`config.mk`:
```
export PLATFORM = sky130hd
export DESIGN_NAME = ffre_sig_capture
export DESIGN_NICKNAME = d
export VERILOG_FILES = /design/src/rtl/ffre_pkg.sv /design/src/rtl/ffre_misr.sv /design/src/rtl/ffre_sig_capture.sv
export SDC_FILE = /design/constraint.sdc
export NUM_CORES = 1
export LEC_CHECK = 0
export CORE_MARGIN = 2
export CORE_UTILIZATION = 53
export DETAILED_ROUTE_END_ITERATION = 10
export PLACE_DENSITY = 0.86
export SETUP_SLACK_MARGIN = 0.3
export SLEW_MARGIN = 10
export SYNTH_ARGS = -nofsm -noshare
export SYNTH_HDL_FRONTEND = slang
export SYNTH_HIERARCHICAL = 1
export SYNTH_SLANG_ARGS = --single-unit
```
`constraint.sdc`:
```
create_clock -name clk -period 5.7 [get_ports clk]
set_clock_uncertainty 0.15 [all_clocks]
set_input_delay 0.57 -clock clk [delete_from_list [all_inputs] [get_ports clk]]
set_output_delay 0.57 -clock clk [all_outputs]
set_load 0.05 [all_outputs]
```
`src/rtl/ffre_pkg.sv`:
```
// Shared types and defaults for the ffre signature-capture block and the ffre stimulus generator.
package ffre_pkg;

  localparam int unsigned DEF_SIG_W = 32;
  localparam logic [DEF_SIG_W-1:0] DEF_POLY = 32'h04C11DB7;
  localparam logic [DEF_SIG_W-1:0] DEF_SEED = 32'h0000_0000;

  typedef enum logic [1:0] {
    IDLE = 2'd0,
    RUN  = 2'd1,
    DONE = 2'd2
  } state_t;

endpackage

```
`src/rtl/ffre_misr.sv`:
```
// Galois-feedback MISR: loads the seed on request, folds one data word in per shift enable.
module ffre_misr
  import ffre_pkg::*;
#(
  parameter int unsigned WIDTH = 21,
  parameter int unsigned SIG_W = DEF_SIG_W,
  parameter logic [SIG_W-1:0] POLY = DEF_POLY,
  parameter logic [SIG_W-1:0] SEED = DEF_SEED
) (
  input  logic             clk,
  input  logic             clr,
  input  logic             load,
  input  logic             shift,
  input  logic [WIDTH-1:0] data,
  output logic [SIG_W-1:0] sig
);

  logic [SIG_W-1:0] sig_next;

  // Shift left, apply polynomial when the MSB falls out, then fold in the zero-extended sample.
  always_comb begin
    sig_next = {sig[SIG_W-2:0], 1'b0} ^ SIG_W'(data);
    if (sig[SIG_W-1]) begin
      sig_next = sig_next ^ POLY;
    end
  end

  always_ff @(posedge clk) begin
    if (clr) begin
      sig <= SEED;
    end else if (load) begin
      sig <= SEED;
    end else if (shift) begin
      sig <= sig_next;
    end
  end

endmodule

```
`src/rtl/ffre_sig_capture.sv`:
```
// Compacts a programmed number of valid ffre bank samples into a MISR signature and
// reports pass/fail against a latched golden value.
module ffre_sig_capture
  import ffre_pkg::*;
#(
  parameter int unsigned WIDTH = 21,
  parameter int unsigned SIG_W = DEF_SIG_W,
  parameter int unsigned CNT_W = 16,
  parameter logic [SIG_W-1:0] POLY = DEF_POLY,
  parameter logic [SIG_W-1:0] SEED = DEF_SEED
) (
  input  logic             clk,
  input  logic             clr,
  input  logic             start,
  input  logic [CNT_W-1:0] num_samples,
  input  logic [SIG_W-1:0] expect_sig,
  input  logic [WIDTH-1:0] a_in,
  input  logic             a_vld,
  output logic             busy,
  output logic             done,
  output logic [SIG_W-1:0] sig,
  output logic [CNT_W-1:0] sample_cnt,
  output logic             pass,
  output logic             fail
);

  state_t           state;
  state_t           state_next;
  logic             start_ok;
  logic             accept;
  logic             last;
  logic [CNT_W-1:0] num_lat;
  logic [SIG_W-1:0] expect_lat;

  // Next-state logic; a start is only honoured outside RUN.
  always_comb begin
    state_next = state;
    start_ok   = 1'b0;
    accept     = 1'b0;
    last       = 1'b0;
    case (state)
      IDLE, DONE: begin
        if (start) begin
          start_ok   = 1'b1;
          state_next = (num_samples != '0) ? RUN : DONE;
        end
      end
      RUN: begin
        if (a_vld) begin
          accept = 1'b1;
          if ((sample_cnt + CNT_W'(1)) == num_lat) begin
            last       = 1'b1;
            state_next = DONE;
          end
        end
      end
      default: state_next = IDLE;
    endcase
  end

  always_ff @(posedge clk) begin
    if (clr) begin
      state <= IDLE;
    end else begin
      state <= state_next;
    end
  end

  // Sample counter and run configuration latched on an accepted start.
  always_ff @(posedge clk) begin
    if (clr) begin
      sample_cnt <= '0;
      num_lat    <= '0;
      expect_lat <= '0;
    end else if (start_ok) begin
      sample_cnt <= '0;
      num_lat    <= num_samples;
      expect_lat <= expect_sig;
    end else if (accept) begin
      sample_cnt <= sample_cnt + CNT_W'(1);
    end
  end

  ffre_misr #(
    .WIDTH (WIDTH),
    .SIG_W (SIG_W),
    .POLY  (POLY),
    .SEED  (SEED)
  ) u_misr (
    .clk   (clk),
    .clr   (clr),
    .load  (start_ok),
    .shift (accept),
    .data  (a_in),
    .sig   (sig)
  );

  assign busy = (state == RUN);
  assign done = (state == DONE);
  assign pass = done && (sig == expect_lat);
  assign fail = done && (sig != expect_lat);

endmodule

```
# Word level (Yosys, flattened, before mapping)
# Cells that the tools add are included.
# classes
addsub,1
eq_ne,8
n_mux,10
n_bitwise,2
n_reduce_logical,7
# op_table
cell,count
$eq 32x32->1,1
$ne 32x32->1,1
$xor 32x21->32,1
$mux 27,1
$add 16x1->16 const B,1
$eq 16x16->1,1
$reduce_bool 16->1,1
$not 14->14,1
$mux 2,4
$mux 1,4
$ne 2x2->1 const B,2
$pmux 2 s2,1
$reduce_or 2->1,2
$reduce_and 3->1,1
$eq 2x1->1 const B,1
$eq 2x2->1 const B,1
$logic_and 1x1->1,2
$logic_not 2->1,1
$ne 2x1->1 const B,1
# word_totals
register_bits,98
input_bits,73
out_inout_bits,52
elab_cells,33

# Depth between registers and ports, before layout
# depth
ltp_word,5
ltp_mapped,8
mapped_depth_nobuf,7

# Cells and area by module
# The synthesis kept the hierarchy.
# modules_own_cells
mod,instances,cells_each,area_per_inst_um2
ffre_sig_capture,1,423,3324.4
ffre_misr,1,150,1546.5

# Worst setup path before layout
# No wires, ideal clock.
# synth_path
kind,reg-to-reg
startpoint,reg sample_cnt[0]
endpoint,reg state[0]
setup_ns,0.141
t_arrival_ns,2.456
t_required_ns,5.409
slack_ns,2.953
stages_incl_launch_ff,9
path_buffers,1
period_less_slack_ns,2.747
cell_sequence,dfxtp_1 -> ha_1 -> nand3_1 -> or3_1 -> clkbuf_1 -> nor3_1 -> a21oi_4 -> nor3_2 -> a41oi_1
# synth_between
elab_chain_cells,4
# synth_lines
item,line,rtl
"start, declared",ffre_sig_capture.sv:22,"output logic [CNT_W-1:0] sample_cnt,"
"start signal, assigned",ffre_sig_capture.sv:80,sample_cnt <= sample_cnt + CNT_W'(1);
$add 16x1->16,ffre_sig_capture.sv:51,if ((sample_cnt + CNT_W'(1)) == num_lat) begin
$eq 16x16->1,ffre_sig_capture.sv:51,
$ne 2x1->1 (no source line),--,
$reduce_and 3->1 (no source line),--,
"end signal, assigned",ffre_sig_capture.sv:65,state <= state_next;
"end, declared",ffre_sig_capture.sv:27,state_t state;
# Every way passes these cells.
# A chain may end at the register's enable or synchronous reset.

# Final worst setup path
# layout_path
startpoint,in start
endpoint,reg u_misr.sig[5]
# layout_between
elab_chain_cells,3
# layout_lines
item,line,rtl
"start, declared",ffre_sig_capture.sv:14,"input logic start,"
$mux 1,ffre_sig_capture.sv:43,if (start) begin
$mux 1,ffre_sig_capture.sv:41,case (state)
$reduce_or 2->1 (no source line),--,
"end signal, assigned",ffre_misr.sv:34,sig <= sig_next;
"end, declared",ffre_misr.sv:15,output logic [SIG_W-1:0] sig
# Every way passes these cells.

==> impl_metrics.tcl <==
set metrics [dict create \
    leakagePower_nw 2.33 \
    dp.cells 763 \
    path_class "in -> reg" \
    met1_usage 0.324 \
    slew_headroom 0.152 \
    grt_max_degree 56 \
    design.core.area_mm2 0.00881 \
    cts_tree "done" \
    arrival_ns 4.10 \
    cp_top_family "simple AND/OR/NAND/NOR gates" \
    avgViaCountPerCell 5.61 \
    htreeDepth 3 \
    die_x_um 99.9 \
    cpPeakStageDelay_ns 1.08 \
    dp_hpwl_um 9390 \
    antenna-diode-count 0 \
    initialDrtViolationCount 285 \
    grt_setup_unrepaired "false" \
    die_area_mm2 0.00997 \
    path_max_fanout 51 \
    grt_pass1_wl_um 20500 \
    met3_usage 0.0515 \
    initial_core_util 0.553 \
    critPathCaptureType "flop" \
    fin_tns_setup_ns 0 \
    synthCells 573 \
    timing.fmax_ghz 0.253 \
    place.gp.congestion 0.945 \
    post-route-min-period_ns 3.95 \
    instances_no_fill 779 \
    hold_viol_final 0 \
    vdd_drop_max_v 0.000142 \
    drt-pass1-iter-count 6 \
    drc 0 \
    hold_buffers 0 \
    netlist_area_mm2 0.00487 \
    synth-edff-count 0 \
    io_pins 125 \
    syn_avg_cell_area_um2 8.50 \
    busiest_layer "met2" \
    ys_warn_count 6 \
    synthArstFlopShare 0 \
    grt.total_usage 0.263 \
    p_total_mw 1.48 \
    syn-num-nets 647 \
    yosysTopAreaCell "dfxtp_1" \
    drive_above_1_share 0.0522 \
    wl_per_cell_um 16.6 \
    fin_util 0.710 \
    cts_made_buffers 9 \
    num_rows 34 \
    required_ns 5.84 \
    yosysMostFrequentCell "nand2_1" \
    grt_pass1_vias 4203 \
    ys_seq_elements 98 \
    dr_total_vias 4369 \
    power_density_mw_per_mm2 237 \
    cts_resized 0 \
    synthFlopType "dfxtp_1" \
    min_period_over_period 0.693 \
    port_buffers 124 \
    groute.layer.met2.usage 0.456 \
    clock_path_buffers 2 \
    postCtsSetupBuffers 0 \
    netlist_top_cells_area "dfxtp_1 40%, xor2_1 8.5%, nand2_1 8.2%, xnor2_1 7.4%, a21oi_1 5.3%" \
    worstSkewPairLatency_ns 0.37 \
    setup_viol 0 \
    antenna_found_initial 0 \
    synth_common_cells "107 x nand2_1, 98 x dfxtp_1, 52 x a21oi_1" \
    cp_cell_sequence "clkdlybuf4s50_1 -> nand2b_2 -> inv_1 -> buf_4 -> nor4bb_1 -> mux2i_1 -> o21ai_1" \
    critPathLaunchType "primary input" \
    die_y_um 99.9 \
    grt-ovfl-total 0 \
    yosysSeqAreaShare 0.403 \
    slew_violations 0 \
    clk_pin_slew_ns 0.09 \
    clock_sinks 98 \
    clockRootBuffer "clkbuf_8" \
    status "finished clean" \
    tightest_slew_ns 1.25 \
    syn_to_final_growth_pct 28.4 \
    nets 740 \
    maxCapViolations 0 \
    synth_top_area_frac 0.403 \
    drtAntennaViolNets 0 \
    hold_ws_ns 0.320 \
    crit_path_top_delay_cell "nor4bb_1" \
    synth.distinct_cells 51 \
    path_buf_inv 3 \
    hold_path_class "reg -> reg" \
    wirelength_um 12900 \
]
## report_power, final
part / leakage, nW / internal [mW] / switching, mW
clock network: 0.109 / 0.258 / 0.238
logic: 1.42 / 0.114 / 0.134
registers: 0.799 / 0.713 / 0.0279
## sequential cells by signal, summed over array words and instances (netlist names)
signal and cells:
u_misr/sig 32, sample_cnt 16, expect_lat 32, state 2
num_lat 16
## final cells by class
cell class              count  area (um^2)
multi-input cells         425         2660
well taps                 108          135
flip-flops and latches     98         1960
fillers                   664         2550
repair buffers            126         1250
inverters                   6         22.5
clock inverters             5         77.6
clock buffers              11          141
## stage by stage
step / setup slack (ns) / instance area (um^2)
final: 1.75 / 6250
after global routing: 1.60 / 6250
after CTS: 1.83 / 6250
after detailed placement: 1.44 / 6030
after global placement: 1.71 / 6030
after floorplan: 2.95 / 4870
## routing by layer
metal	vias up	wire length [um]
met5	-	0
met4	0	350
met3	31	900
met2	184	6400
met1	2058	5290
li1	2096	-
## kinds of logic (layout without fill, tap and decap cells)
family,Yosys count,in the layout,synth area share
buffers and inverters,50,148,0.0509
and+or+nand+nor,223,223,0.221
DFF,98,98,0.403
xor gates and xnor gates,90,90,0.168
AOI/OAI and AO/OA,92,92,0.116
adders and majority gates,1,1,0.00257
muxes,19,19,0.0390
## worst paths after layout
check                  from        endpoint  slack, ns  cells past startpoint
min          expect_lat[23]  expect_lat[23]       0.32                      2
min reg2reg  expect_lat[23]  expect_lat[23]       0.32                      2
max                   start   u_misr/sig[5]       1.75                      7
max reg2reg        state[0]   u_misr/sig[5]       1.93                      6
## worst register-to-register path, delay by kind of cell (launching register included)
kind	cells	cell delay [ns]
AO/OA/AOI/OAI	1	0.16
multiplexers	1	0.24
buffers and inverters	2	0.84
AND/OR/NAND/NOR	2	1.92
flip-flops	1	0.39
## cells in the final DEF, fill, tap and decap left out, types with 2 or more instances in the layout
| cell type | synthesis | layout |
|---|---|---|
| a211oi_1 | 10 | 10 |
| a211oi_2 | 6 | 6 |
| a21oi_1 | 52 | 52 |
| buf_4 | 9 | 2 |
| bufinv_16 | 0 | 2 |
| clkbuf_8 | 0 | 10 |
| clkdlybuf4s50_1 | 0 | 123 |
| clkinv_2 | 0 | 2 |
| dfxtp_1 | 98 | 98 |
| inv_1 | 6 | 5 |
| mux2i_1 | 19 | 19 |
| nand2_1 | 107 | 107 |
| nand2b_1 | 11 | 10 |
| nand3_1 | 6 | 6 |
| nand4_1 | 7 | 7 |
| nor2_1 | 46 | 46 |
| nor2b_1 | 5 | 5 |
| nor3_1 | 10 | 10 |
| nor4_1 | 14 | 14 |
| o21ai_0 | 7 | 7 |
| o21ai_1 | 8 | 8 |
| o22ai_1 | 2 | 2 |
| xnor2_1 | 41 | 41 |
| xor2_1 | 47 | 47 |
| xor3_1 | 2 | 2 |
Power figures use the tool's default switching activity.
